===== src/rtl/axi_rd_master_arb.sv =====
// axi_rd_master_arb
// AXI4 read master shared by the instruction-fetch (IF) and load (LSU) ports.
// Round-robin arbitration, one outstanding single-beat read at a time.
// Returns the selected 32-bit instruction lane to IF and the raw data word to LSU.
module axi_rd_master_arb #(
    parameter int ADDR_W = 64,
    parameter int DATA_W = 64,
    parameter int ID_W   = 4
) (
    input  logic              clk,
    input  logic              rstn,
    // IF requestor
    input  logic              i_if_req_valid,
    output logic              o_if_req_ready,
    input  logic [ADDR_W-1:0] i_if_req_addr,
    output logic              o_if_resp_valid,
    output logic [31:0]       o_if_resp_instr,
    output logic              o_if_resp_err,
    // LSU requestor
    input  logic              i_lsu_req_valid,
    output logic              o_lsu_req_ready,
    input  logic [ADDR_W-1:0] i_lsu_req_addr,
    input  logic [2:0]        i_lsu_req_size,
    output logic              o_lsu_resp_valid,
    output logic [DATA_W-1:0] o_lsu_resp_data,
    output logic              o_lsu_resp_err,
    output logic              o_stray_rid,
    // AXI AR channel
    output logic [ID_W-1:0]   o_arid,
    output logic [ADDR_W-1:0] o_araddr,
    output logic [7:0]        o_arlen,
    output logic [2:0]        o_arsize,
    output logic [1:0]        o_arburst,
    output logic [2:0]        o_arprot,
    output logic              o_arvalid,
    input  logic              i_arready,
    // AXI R channel
    input  logic [ID_W-1:0]   i_rid,
    input  logic [DATA_W-1:0] i_rdata,
    input  logic [1:0]        i_rresp,
    input  logic              i_rlast,
    input  logic              i_rvalid,
    output logic              o_rready
);

    localparam int              MAXSZ   = $clog2(DATA_W / 8);
    localparam logic [2:0]      MAXSZ_3 = 3'(MAXSZ);
    localparam logic [ID_W-1:0] ID_IF   = '0;
    localparam logic [ID_W-1:0] ID_LSU  = ID_W'(1);

    typedef enum logic [1:0] {S_IDLE, S_AR, S_R} state_t;

    state_t              r_state;
    state_t              w_next_state;

    logic                r_last_grant_lsu;
    logic                r_is_lsu;
    logic [ID_W-1:0]     r_arid;
    logic [ADDR_W-1:0]   r_araddr;
    logic [2:0]          r_arsize;
    logic [2:0]          r_arprot;
    logic                r_if_resp_valid;
    logic [31:0]         r_if_resp_instr;
    logic                r_if_resp_err;
    logic                r_lsu_resp_valid;
    logic [DATA_W-1:0]   r_lsu_resp_data;
    logic                r_lsu_resp_err;
    logic                r_stray_rid;

    logic                w_grant_if;
    logic                w_grant_lsu;
    logic                w_accept;
    logic                w_id_match;
    logic                w_done;
    logic                w_stray;
    logic [2:0]          w_lsu_size;
    logic [31:0]         w_if_lane;

    // IF wins when it is alone or when LSU took the previous grant.
    assign w_grant_if  = i_if_req_valid && (!i_lsu_req_valid || r_last_grant_lsu);
    assign w_grant_lsu = i_lsu_req_valid && !w_grant_if;
    assign w_accept    = (r_state == S_IDLE) && (w_grant_if || w_grant_lsu);

    assign w_id_match  = (i_rid == r_arid);
    assign w_done      = (r_state == S_R) && i_rvalid && w_id_match && i_rlast;
    // Any beat we did not ask for: wrong ID while waiting, or any beat outside R.
    assign w_stray     = i_rvalid && ((r_state != S_R) || !w_id_match);

    assign w_lsu_size  = (i_lsu_req_size > MAXSZ_3) ? MAXSZ_3 : i_lsu_req_size;

    // Instruction lane is picked by the address bits between the word and bus offsets.
    generate
        if (DATA_W == 32) begin : g_one_lane
            assign w_if_lane = i_rdata[31:0];
        end else begin : g_lanes
            logic [MAXSZ-3:0] w_lane_idx;
            assign w_lane_idx = r_araddr[MAXSZ-1:2];
            assign w_if_lane  = i_rdata[{w_lane_idx, 5'b00000} +: 32];
        end
    endgenerate

    // State register.
    always_ff @(posedge clk) begin
        // NOTE: reset is sampled on the clock edge only, matching the rest of the pipeline.
        if (!rstn) r_state <= S_IDLE;
        else       r_state <= w_next_state;
    end

    // Next-state decode.
    always_comb begin
        // NOTE: default first so every path assigns and no latch is inferred.
        w_next_state = r_state;
        unique case (r_state)
            S_IDLE:  if (w_accept)  w_next_state = S_AR;
            S_AR:    if (i_arready) w_next_state = S_R;
            S_R:     if (w_done)    w_next_state = S_IDLE;
            default:                w_next_state = S_IDLE;
        endcase
    end

    // Handshake outputs; readies are held low during reset so no request is accepted then dropped.
    always_comb begin
        o_if_req_ready  = 1'b0;
        o_lsu_req_ready = 1'b0;
        o_arvalid       = 1'b0;
        o_arburst       = 2'b00;
        o_rready        = 1'b0;
        unique case (r_state)
            S_IDLE: begin
                o_if_req_ready  = rstn && w_grant_if;
                o_lsu_req_ready = rstn && w_grant_lsu;
            end
            S_AR: begin
                o_arvalid = 1'b1;
                o_arburst = 2'b01;
            end
            S_R:     o_rready = 1'b1;
            default: ;
        endcase
    end

    // AR payload capture, arbitration history, completion registers and stray flag.
    always_ff @(posedge clk) begin
        if (!rstn) begin
            r_last_grant_lsu <= 1'b1;
            r_is_lsu         <= 1'b0;
            r_arid           <= '0;
            r_araddr         <= '0;
            r_arsize         <= '0;
            r_arprot         <= '0;
            r_if_resp_valid  <= 1'b0;
            r_if_resp_instr  <= '0;
            r_if_resp_err    <= 1'b0;
            r_lsu_resp_valid <= 1'b0;
            r_lsu_resp_data  <= '0;
            r_lsu_resp_err   <= 1'b0;
            r_stray_rid      <= 1'b0;
        end else begin
            // NOTE: non-blocking so every register here samples pre-edge values.
            r_if_resp_valid  <= w_done && !r_is_lsu;
            r_lsu_resp_valid <= w_done && r_is_lsu;
            if (w_accept) begin
                r_last_grant_lsu <= w_grant_lsu;
                r_is_lsu         <= w_grant_lsu;
                r_arid           <= w_grant_lsu ? ID_LSU : ID_IF;
                r_araddr         <= w_grant_lsu ? i_lsu_req_addr : i_if_req_addr;
                r_arsize         <= w_grant_lsu ? w_lsu_size : 3'b010;
                r_arprot         <= w_grant_lsu ? 3'b000 : 3'b100;
            end
            if (w_done) begin
                if (r_is_lsu) begin
                    r_lsu_resp_data <= i_rdata;
                    r_lsu_resp_err  <= (i_rresp != 2'b00);
                end else begin
                    r_if_resp_instr <= w_if_lane;
                    r_if_resp_err   <= (i_rresp != 2'b00);
                end
            end
            if (w_stray) r_stray_rid <= 1'b1;
        end
    end

    assign o_arid           = r_arid;
    assign o_araddr         = r_araddr;
    assign o_arlen          = 8'd0;
    assign o_arsize         = r_arsize;
    assign o_arprot         = r_arprot;
    assign o_if_resp_valid  = r_if_resp_valid;
    assign o_if_resp_instr  = r_if_resp_instr;
    assign o_if_resp_err    = r_if_resp_err;
    assign o_lsu_resp_valid = r_lsu_resp_valid;
    assign o_lsu_resp_data  = r_lsu_resp_data;
    assign o_lsu_resp_err   = r_lsu_resp_err;
    assign o_stray_rid      = r_stray_rid;

endmodule

===== config.mk =====
export PLATFORM = sky130hd
export DESIGN_NAME = axi_rd_master_arb
export DESIGN_NICKNAME = d
export VERILOG_FILES = /design/src/rtl/axi_rd_master_arb.sv
export SDC_FILE = /design/constraint.sdc
export NUM_CORES = 1
export LEC_CHECK = 0
export ABC_AREA = 0
export CORE_AREA = 2 2 155 157
export DETAILED_ROUTE_END_ITERATION = 16
export DIE_AREA = 0 0 157 159
export GPL_TIMING_DRIVEN = 1
export PLACE_DENSITY = 0.76
export SYNTH_ARGS = -nofsm -noshare
export SYNTH_HDL_FRONTEND = slang
export SYNTH_SLANG_ARGS = --single-unit

===== constraint.sdc =====
create_clock -name clk -period 1.9 [get_ports clk]
set_input_delay 0.19 -clock clk [delete_from_list [all_inputs] [get_ports clk]]
set_output_delay 0.19 -clock clk [all_outputs]
set_load 0.05 [all_outputs]

* After elaboration in Yosys (flattened, before gate mapping)
Index checks and enable logic that the tools add are counted.
W data, S select, Z words.
** Storage, ports and cells
- Register bits after elaboration :: 179
- Latch bits :: 0
- RAM bits :: 0
- ROM bits :: 0
- Output and inout port bits :: 189
- Word-level logic and storage cells :: 61
- Memories kept :: 0
** Operators by class
- Add/subtract/negate cells :: 0
- Multipliers :: 0
- Divide/modulo/power cells :: 0
- Order comparisons :: 1
- Equality and inequality tests :: 7
- Shifts and indexed selects :: 1
- Muxes and demuxes :: 14
- Bitwise logic cells :: 1
- Reduce and logical (&&, ||, !) cells :: 23
** Operators with widths (number)
- $mux W64 :: 1
- $shiftx A64 B7 Y32 :: 1
- $logic_and A1 B1 Y1 :: 11
- $mux W3 :: 3
- $ne A2 B2 Y1 const B :: 4
- $mux W1 :: 6
- $mux W2 :: 3
- $pmux W2 S3 :: 1
- $eq A4 B4 Y1 :: 1
- $logic_not A1 Y1 :: 4
- $reduce_and A2 Y1 :: 2
- $gt A3 B2 Y1 const B :: 1
- $logic_or A1 B1 Y1 :: 3
- $reduce_and A3 Y1 :: 1
- $eq A2 B1 Y1 const B :: 1
- $eq A2 B2 Y1 const B :: 1
- $logic_not A2 Y1 :: 1
- $reduce_bool A2 Y1 :: 1
- $not A1 Y1 :: 1

* Depth between registers and ports, before layout
Gate-level depths: netlist (run 1).
- Depth in word-level cells :: 9
- Depth in mapped cells :: 5
- Gate-level depth less buffers :: 3

* Least setup slack after synthesis (run 1)
No wires, ideal clock.
- Path kind :: register to output
- From :: register r_state[1]
- To :: output port o_if_req_ready
- Arrival :: 1.740 ns
- Required time :: 1.710 ns
- Slack :: -0.030 ns
- Stages on the path, launching flop included :: 3
- Path buffers :: 0
- Cell sequence :: dfxtp_1 or2_2 nor3_1
** Between the ends
- Word-level cells in the longest chain between the ends :: 2
** RTL lines
- from (decl) :: line 53 : state_t r_state;
- from (signal assigned) :: line 106 : else r_state <= w_next_state;
- $logic_not A2 Y1 :: line 128 : unique case (r_state)
- $mux W1 :: line 128
- to (decl) :: line 14 : output logic o_if_req_ready,
No other way between the ends.

* Worst setup path in the final report (run 1)
- From :: register r_araddr[38] (netlist: o_araddr[38])
- To :: output port o_araddr[38]
** RTL lines
- from (decl) :: line 59 : logic [ADDR_W-1:0] r_araddr;
- from (signal assigned) :: line 166 : r_araddr <= w_grant_lsu ? i_lsu_req_addr : i_if_req_addr;
- to (decl) :: line 30 : output logic [ADDR_W-1:0] o_araddr,
No word-level cell between the ends.

==> results.md, run 1 <==
* Status: completed
* # hold bufs at CTS at 0
* Largest cells by area after synthesis: dfxtp_1 (45%), mux2i_1 (21%), nand2_1 (6.5%)
* Synth cell types at 32
* Cell taking the most area after synthesis: dfxtp_1
* Crit path required time at 1.71 ns
* Post-Route WL at ~26000 um
* Clk_lat worst skew at 0.42 ns
* Layout Nets at between 1000 and 1500
* CTS tree: done
* Largest net degree at the start of global routing at 85
* Number of vias in the routed layout at about 7500
* Buf/Inv on CP at 1
* Full die area at roughly 25000 sq um
* Slew @ Worst Pin at about 0.59 ns
* DP Wirelength at ~20000 um
* Placer Congestion at about 0.85
* Final setup violation count at 0
* Share of layout cells above drive strength 1 at 0.08930
* GRT overflow at 0
* Synth warnings at 0
* Initial antenna violation count at 2
* Post-route antenna net violation count at 0
* Data arrival time of the critical path at ~1.6 ns
* Top cell family by delay on the critical path: buffers and inverters
* CTS clock-pin slew for the worst setup and hold paths at around 0.07 ns
* Sum Neg Setup Slack at 0 ns
* Die height at between 150 and 200 um
* GR Util All Layers at 0.2026
* Fin. Hold Viols at 0
* Worst setup path category: register to output port
* Max-slew violation count at 0
* Crit. End Element: output port
* PwrDens at ~800 nW/um^2
* Clock Path Buffers at 2
* Post-synthesis xor/xnor area fraction at 0.001137
* Slowest cell delay on critical path at 0.84 ns
* Sw frac at 0.3345
* Internal Dissipation at slightly below 7 mW
* Clock root buffer: clkbuf_16
* CTS H-tree depth at 4
* Synth top area share at 0.4497
* Fin crit period at 1.833 ns
* Hold Crit Class: input port to register
* Synth Area in Adders at 0
* Sequential cell area fraction in the yosys report at 0.4497
* Syn Inst Count at about 800
* RSZ-0062 raised after global routing: true
* Sink Count at ~170
* Simple-gate share of the synthesized area at 0.08383
* Initial DRC Count at between 300 and 400
* Buffers on Ports at about 380
* Worst setup SP type: register
* Final instance area at between 10000 and 15000 sq um
* Die W at 157 um
* Logic pwr share at 0.271
* Avg Cell Area, Syn at roughly 9.6 sq um
* Initial DRT Pass Iterations at 4
* Mux share of post-synthesis cell area at 0.2106
* Vias in the first global route at 7422
* Most frequent cells in the layout: clkdlybuf4s50_1 (374), dfxtp_1 (172), mux2i_1 (162)
* Non-filler instance count after layout at ~1500
* Area taken by multi-input logic gates at roughly 3800 sq um
* Starting density of the core at 0.3321
* Worst VDD drop at 0.4727 mV
* # fillers at around 2100
* # rows at 56
* Routed len/inst at around 17 um
* Net switching power at ~3.4 mW
* Slew headroom at 0.6063
* Seq pwr share at 0.387
* # DRC at 0
* Leak at roughly 4.6 nW
* Crit path cell chain: clkdlybuf4s50_1
* Clock Skew at 0.01671 ns
* Max Clk Rate at 545.4 MHz
* Ports at ~400
* Total power at around 10 mW
* Largest family of logic cells by synthesized area: multiplexers
* Place WS at -0.04396 ns
* Max-Cap Viols at 0
* Clk network pwr share at 0.342
* Vias per cell at a little under 5
* Setup ws final at 0.06656 ns
* Inserted Clock Buffers at 17
* Register Area at around 3500 sq um
* Seq cells post-synth at ~170
* Final period utilization at 0.9650
* First-pass GRT wire length at 40100 um
* Worst Path Max Fanout at 2
* Layout area overhead at 64.63%
* Synthesized cell area at 7701 sq um
* Utilization after layout at 0.5467
* Placed cell areas at 12070 sq um
* Dpl cells at ~1500
* Commonest non-fill, non-tap cell in the layout: clkdlybuf4s50_1
* Compound-Gate Fraction of Synth Area at 0.1810
* CP max-delay cell: clkdlybuf4s50_1
* Hold slack at 0.1306 ns
* Core Footprint at 23190 sq um
-- state kept, by name, summed over array words and instances (netlist names), 2 cells and up --
register,count
r_state,2
o_arsize,3
o_lsu_resp_data,64
o_if_resp_instr,32
o_araddr,64
-- cells in the mapped netlist (all sizes together) --
cell,number
dfxtp,173
nand4b,1
nand2,133
inv,3
or3,1
and4b,1
or2,2
conb,1
a31oi,33
o211a,1
clkbuf,49
nor2,7
and3,2
nor2b,3
nand3,3
a211oi,65
a21oi,68
nor4,1
o21a,2
buf,49
mux2i,162
nor3,3
o21ai,5
o2111ai,1
xnor2,1
a21boi,1
a311oi,33
-- power groups by stage --
stage	registers (mW)	logic, mW	clock network, mW
after floorplan	4.64	0.936	0
final	3.94	2.76	3.48
after CTS	3.94	2.77	3.59
after global routing	3.96	2.92	3.70
after global placement	4.01	2.74	0
after detailed placement	4.02	2.76	0
-- logic make-up (layout without fill, tap and decap cells) --
| logic type | count (synthesis) | count (layout) |
|---|---|---|
| and+or+nand+nor | 157 | 157 |
| DFF | 173 | 173 |
| other | 1 | 15 |
| xor gates and xnor gates | 1 | 1 |
| AOI/OAI and AO/OA | 209 | 209 |
| buffers and inverters | 101 | 471 |
| muxes | 162 | 162 |
-- worst paths after layout --
kind                            depth (start not counted)  slack, ns          from             endpoint
worst max-delay path                                    1       0.07  o_araddr[38]         o_araddr[38]
worst min-delay path                                    3       0.13          rstn          o_arsize[2]
worst max register to register                          6       0.25    r_state[1]  o_lsu_resp_data[17]
worst min register to register                          2       0.44   o_arsize[2]          o_arsize[2]
-- cell type report --
type | instances | area share
antenna | 1 | 0.0001974
clock buffer | 17 | 0.03355
clock inverter | 15 | 0.01332
inverter | 3 | 0.0009869
multi-input combinational | 543 | 0.2980
sequential | 173 | 0.2733
tap | 319 | 0.03148
timing repair buffer | 436 | 0.3492
-- worst reg2reg max path, cell delays in order, from the launching register on --
cell and delay (ns):
dfxtp_1 0.46, nand4b_1 0.16, buf_4 0.18, nor3_4 0.16
buf_4 0.21, buf_12 0.20, mux2i_1 0.21
-- layer usage --
| metal | share of wire | global-route usage |
|---|---|---|
| met1 | 0.40 | 0.2323 |
| met5 | 0.00050 | 0 |
| met4 | 0.020 | 0.06047 |
| met3 | 0.059 | 0.04709 |
| met2 | 0.52 | 0.3698 |
-- timing repair --
action | in CTS | in global routing
pin swaps | 0 | 1
setup buffers | 0 | 0
gates resized for setup | 1 | 1
setup endpoints to repair | 1 | 3
Note: power is estimated with default switching activity, not from simulation.
==> run 2: changes to the inputs <==
--- a/config.mk
+++ b/config.mk
@@ -10,7 +10,9 @@
 export DETAILED_ROUTE_END_ITERATION = 16
 export DIE_AREA = 0 0 157 159
 export GPL_TIMING_DRIVEN = 1
+export HOLD_SLACK_MARGIN = 0.02
 export PLACE_DENSITY = 0.76
 export SYNTH_ARGS = -nofsm -noshare
 export SYNTH_HDL_FRONTEND = slang
 export SYNTH_SLANG_ARGS = --single-unit
+export TNS_END_PERCENT = 20
==> results of run 2 <==
Same layout as run 1: the final DEF is identical, and so are final timing and power.
==> edit, RTL diff (flow settings as in run 2) <==
Register the output `o_if_resp_err` once more, with the module's reset; this adds one clock of latency there. The other outputs are not delayed to match.
--- a/src/rtl/axi_rd_master_arb.sv
+++ b/src/rtl/axi_rd_master_arb.sv
@@ -187,7 +187,13 @@
     assign o_arprot         = r_arprot;
     assign o_if_resp_valid  = r_if_resp_valid;
     assign o_if_resp_instr  = r_if_resp_instr;
-    assign o_if_resp_err    = r_if_resp_err;
+    always_ff @(posedge clk) begin
+        if (!rstn) begin
+            o_if_resp_err <= '0;
+        end else begin
+            o_if_resp_err <= r_if_resp_err;
+        end
+    end
     assign o_lsu_resp_valid = r_lsu_resp_valid;
     assign o_lsu_resp_data  = r_lsu_resp_data;
     assign o_lsu_resp_err   = r_lsu_resp_err;
Check against the original RTL: not equivalent (Yosys sat finds a counterexample within 4 cycles, from zero or initial values and one cycle with rstn low).
==> edit against run 2 <==
Count of clock-buffer cells in the layout increased by 1; core utilization increased by 0.28 points; synthesized area increased by 0.24%; largest cell class unchanged; worst setup slack got worse by 0.030 ns; synthesized cell count increased by 0.25%; cell area increased by 0.50%; sequential cell count increased by 1; total power increased by 1.7%; maximum frequency decreased by 1.6%; routed wire length increased by 3.2%; cell count decreased by 0.73%.
==> edit: results (changes against run 2) <==
Worst setup path
  • CP Launch Point: o_araddr[16] (was o_araddr[38])
  • CP arrival: 1.67 ns (was 1.64 ns)
  • Crit Path Max Fanout: 2 (unchanged)
  • R2R Setup Slk: 0.31 ns (was 0.25 ns)
  • R2R depth: 5 (was 6)
  • Reg2reg start: r_state[1] (unchanged)
  • Setup crit end: o_araddr[16] (was o_araddr[38])
  • Critical Path Max Stage Delay: 0.85 ns
  • RR Endpoint: o_lsu_resp_data[5] (was o_lsu_resp_data[17])
  • Crit path max-delay family: buffers and inverters (unchanged)

Clock tree
  • Clk pin slew, worst setup/hold paths: 0.08 ns
  • CTS Buffer Depth: 2 (unchanged)
  • CTS buffer count: 17 (unchanged)

GRT
  • Total GRT Usage: 0.207 (was 0.203)
  • Pin count of the biggest net entering global routing: 108 (was 85)
  • Vias in the first global route: 7438 (was 7422)
  • GRT met2 Usage: 0.364 (was 0.370)
  • Antenna violations before repair: 2 (unchanged)
  • Met3 Track Usage GR: 0.0484 (was 0.0471)
  • GRT met1 Usage: 0.250 (was 0.232)
  • First-pass GRT wire length: 40900 µm (was 40100 µm)

Placement
  • Gp weighted congestion: 0.806 (was 0.846)
  • DP Wirelength: 19500 µm (was 19700 µm)
  • Area after DPL: 12100 µm² (about the same)

Route
  • DRT Pass-1 Iters: 4 (unchanged)
  • Avg WL per Cell: 18.0 µm (was 17.3 µm)
  • DR vias/cell: 4.95 (about the same)
  • Starting DRT DRC Count: 339 (was 347)

Hold path
  • Worst hold path type: primary input to flop (unchanged)

Final layout
  • Share of cells above drive strength 1: 0.0791 (was 0.0893)
  • Layout Nets: 1371 (was 1382)
  • Fill count: 2099 (was 2092)

Yosys
  • Seq/Total Area, Yosys: 0.451 (was 0.450)
  • Yosys warns: 0 (unchanged)
  • Yosys cell types: 32 (unchanged)
  • Most instantiated cells after synthesis: dfxtp_1, mux2i_1, nand2_1 (unchanged)
  • XOR/XNOR share of the synthesized area: 0.00113 (was 0.00114)
  • Compound-cell area share of the yosys netlist: 0.181 (about the same)
  • Ys async rst share: 0 (unchanged)
  • Multiplexer area fraction after synthesis: 0.210 (was 0.211)
  • Synth top area cells: dfxtp_1, mux2i_1, nand2_1, a211oi_1, a21oi_1 (unchanged)

STA
  • WHS: 0.283 ns (was 0.131 ns)
  • Clock skew: 0.0117 ns (was 0.0167 ns)
  • Actual slew at the worst max-slew pin: 0.598 ns (was 0.589 ns)
  • Final setup TNS: 0 ns (unchanged)

Power
  • Maximum VDD drop: 0.518 mV (was 0.473 mV)
  • P_int: 6.94 mW (was 6.77 mW)
  • Leak: 4.56 nW (about the same)

Outcome
  • Status: complete, no violations (unchanged)
-- edit: cell count changes after synthesis --
| cell | change |
|---|---|
| buf_1 | -1 |
| buf_2 | -1 |
| buf_4 | +1 |
| buf_6 | -1 |
| clkbuf_1 | +2 |
| dfxtp_1 | +1 |
| inv_1 | +1 |
-- edit: cells by family (layout without fill, tap and decap cells) --
family / after synthesis / after routing
AOI/OAI and AO/OA: 209 / 209
xor gates and xnor gates: 1 / 1
muxes: 162 / 162
DFF: 174 / 174
buffers and inverters: 102 / 459
other: 1 / 15
and+or+nand+nor: 157 / 157
-- edit: area by class of cell --
type,count,area [µm²],share of cell area
Tap cell,319,399,0.0313
Multi-Input combinational cell,543,3780,0.296
Antenna cell,1,2.50,0.000196
Timing Repair Buffer,423,4450,0.349
Clock buffer,18,439,0.0345
Clock inverter,14,170,0.0134
Sequential cell,174,3480,0.273
Inverter,4,16.3,0.00128
-- edit: layer usage --
metal / routed length [µm] / share of wire / vias to the layer above
li1: - / - / 3623
met1: 11000 / 0.41 / 3492
met2: 13700 / 0.51 / 265
met3: 1720 / 0.064 / 28
met4: 484 / 0.018 / 2
met5: 13 / 0.00048 / -
-- edit: per-stage QoR --
stage                     setup slack [ns]  instances
after global routing                0.0134       1496
after floorplan                      0.202        819
after detailed placement           -0.0824       1460
after CTS                           0.0166       1492
after global placement             -0.0148       1460
final                               0.0366       1496
-- edit: repair_timing --
action,4_1_cts,5_1_grt
endpoints found under the setup margin,0,1
hold endpoints to repair,0,0
buffers inserted,0,1
resized for setup,0,1
-- edit: how the worst min path moves through the flow --
stage | startpoint | endpoint | cells after the start
after floorplan | i_rdata[0] | o_lsu_resp_data[0] | 2
after global placement | r_if_resp_err | o_if_resp_err | 2
after detailed placement | r_if_resp_err | o_if_resp_err | 2
after CTS | rstn | o_if_resp_instr[10] | 3
after global routing | rstn | o_if_resp_instr[9] | 3
final | rstn | o_if_resp_instr[10] | 3
-- edit: power by group through the flow --
| stage | Combinational, mW | Sequential, mW | Clock [mW] |
|---|---|---|---|
| 6_report | 2.78 | 3.96 | 3.60 |
| 5_1_grt | 2.93 | 3.99 | 3.85 |
| 4_1_cts | 2.74 | 3.96 | 3.68 |
| 3_5_place_dp | 2.74 | 4.04 | 0 |
| 3_3_place_gp | 2.71 | 4.04 | 0 |
| 2_1_floorplan | 0.934 | 4.66 | 0 |
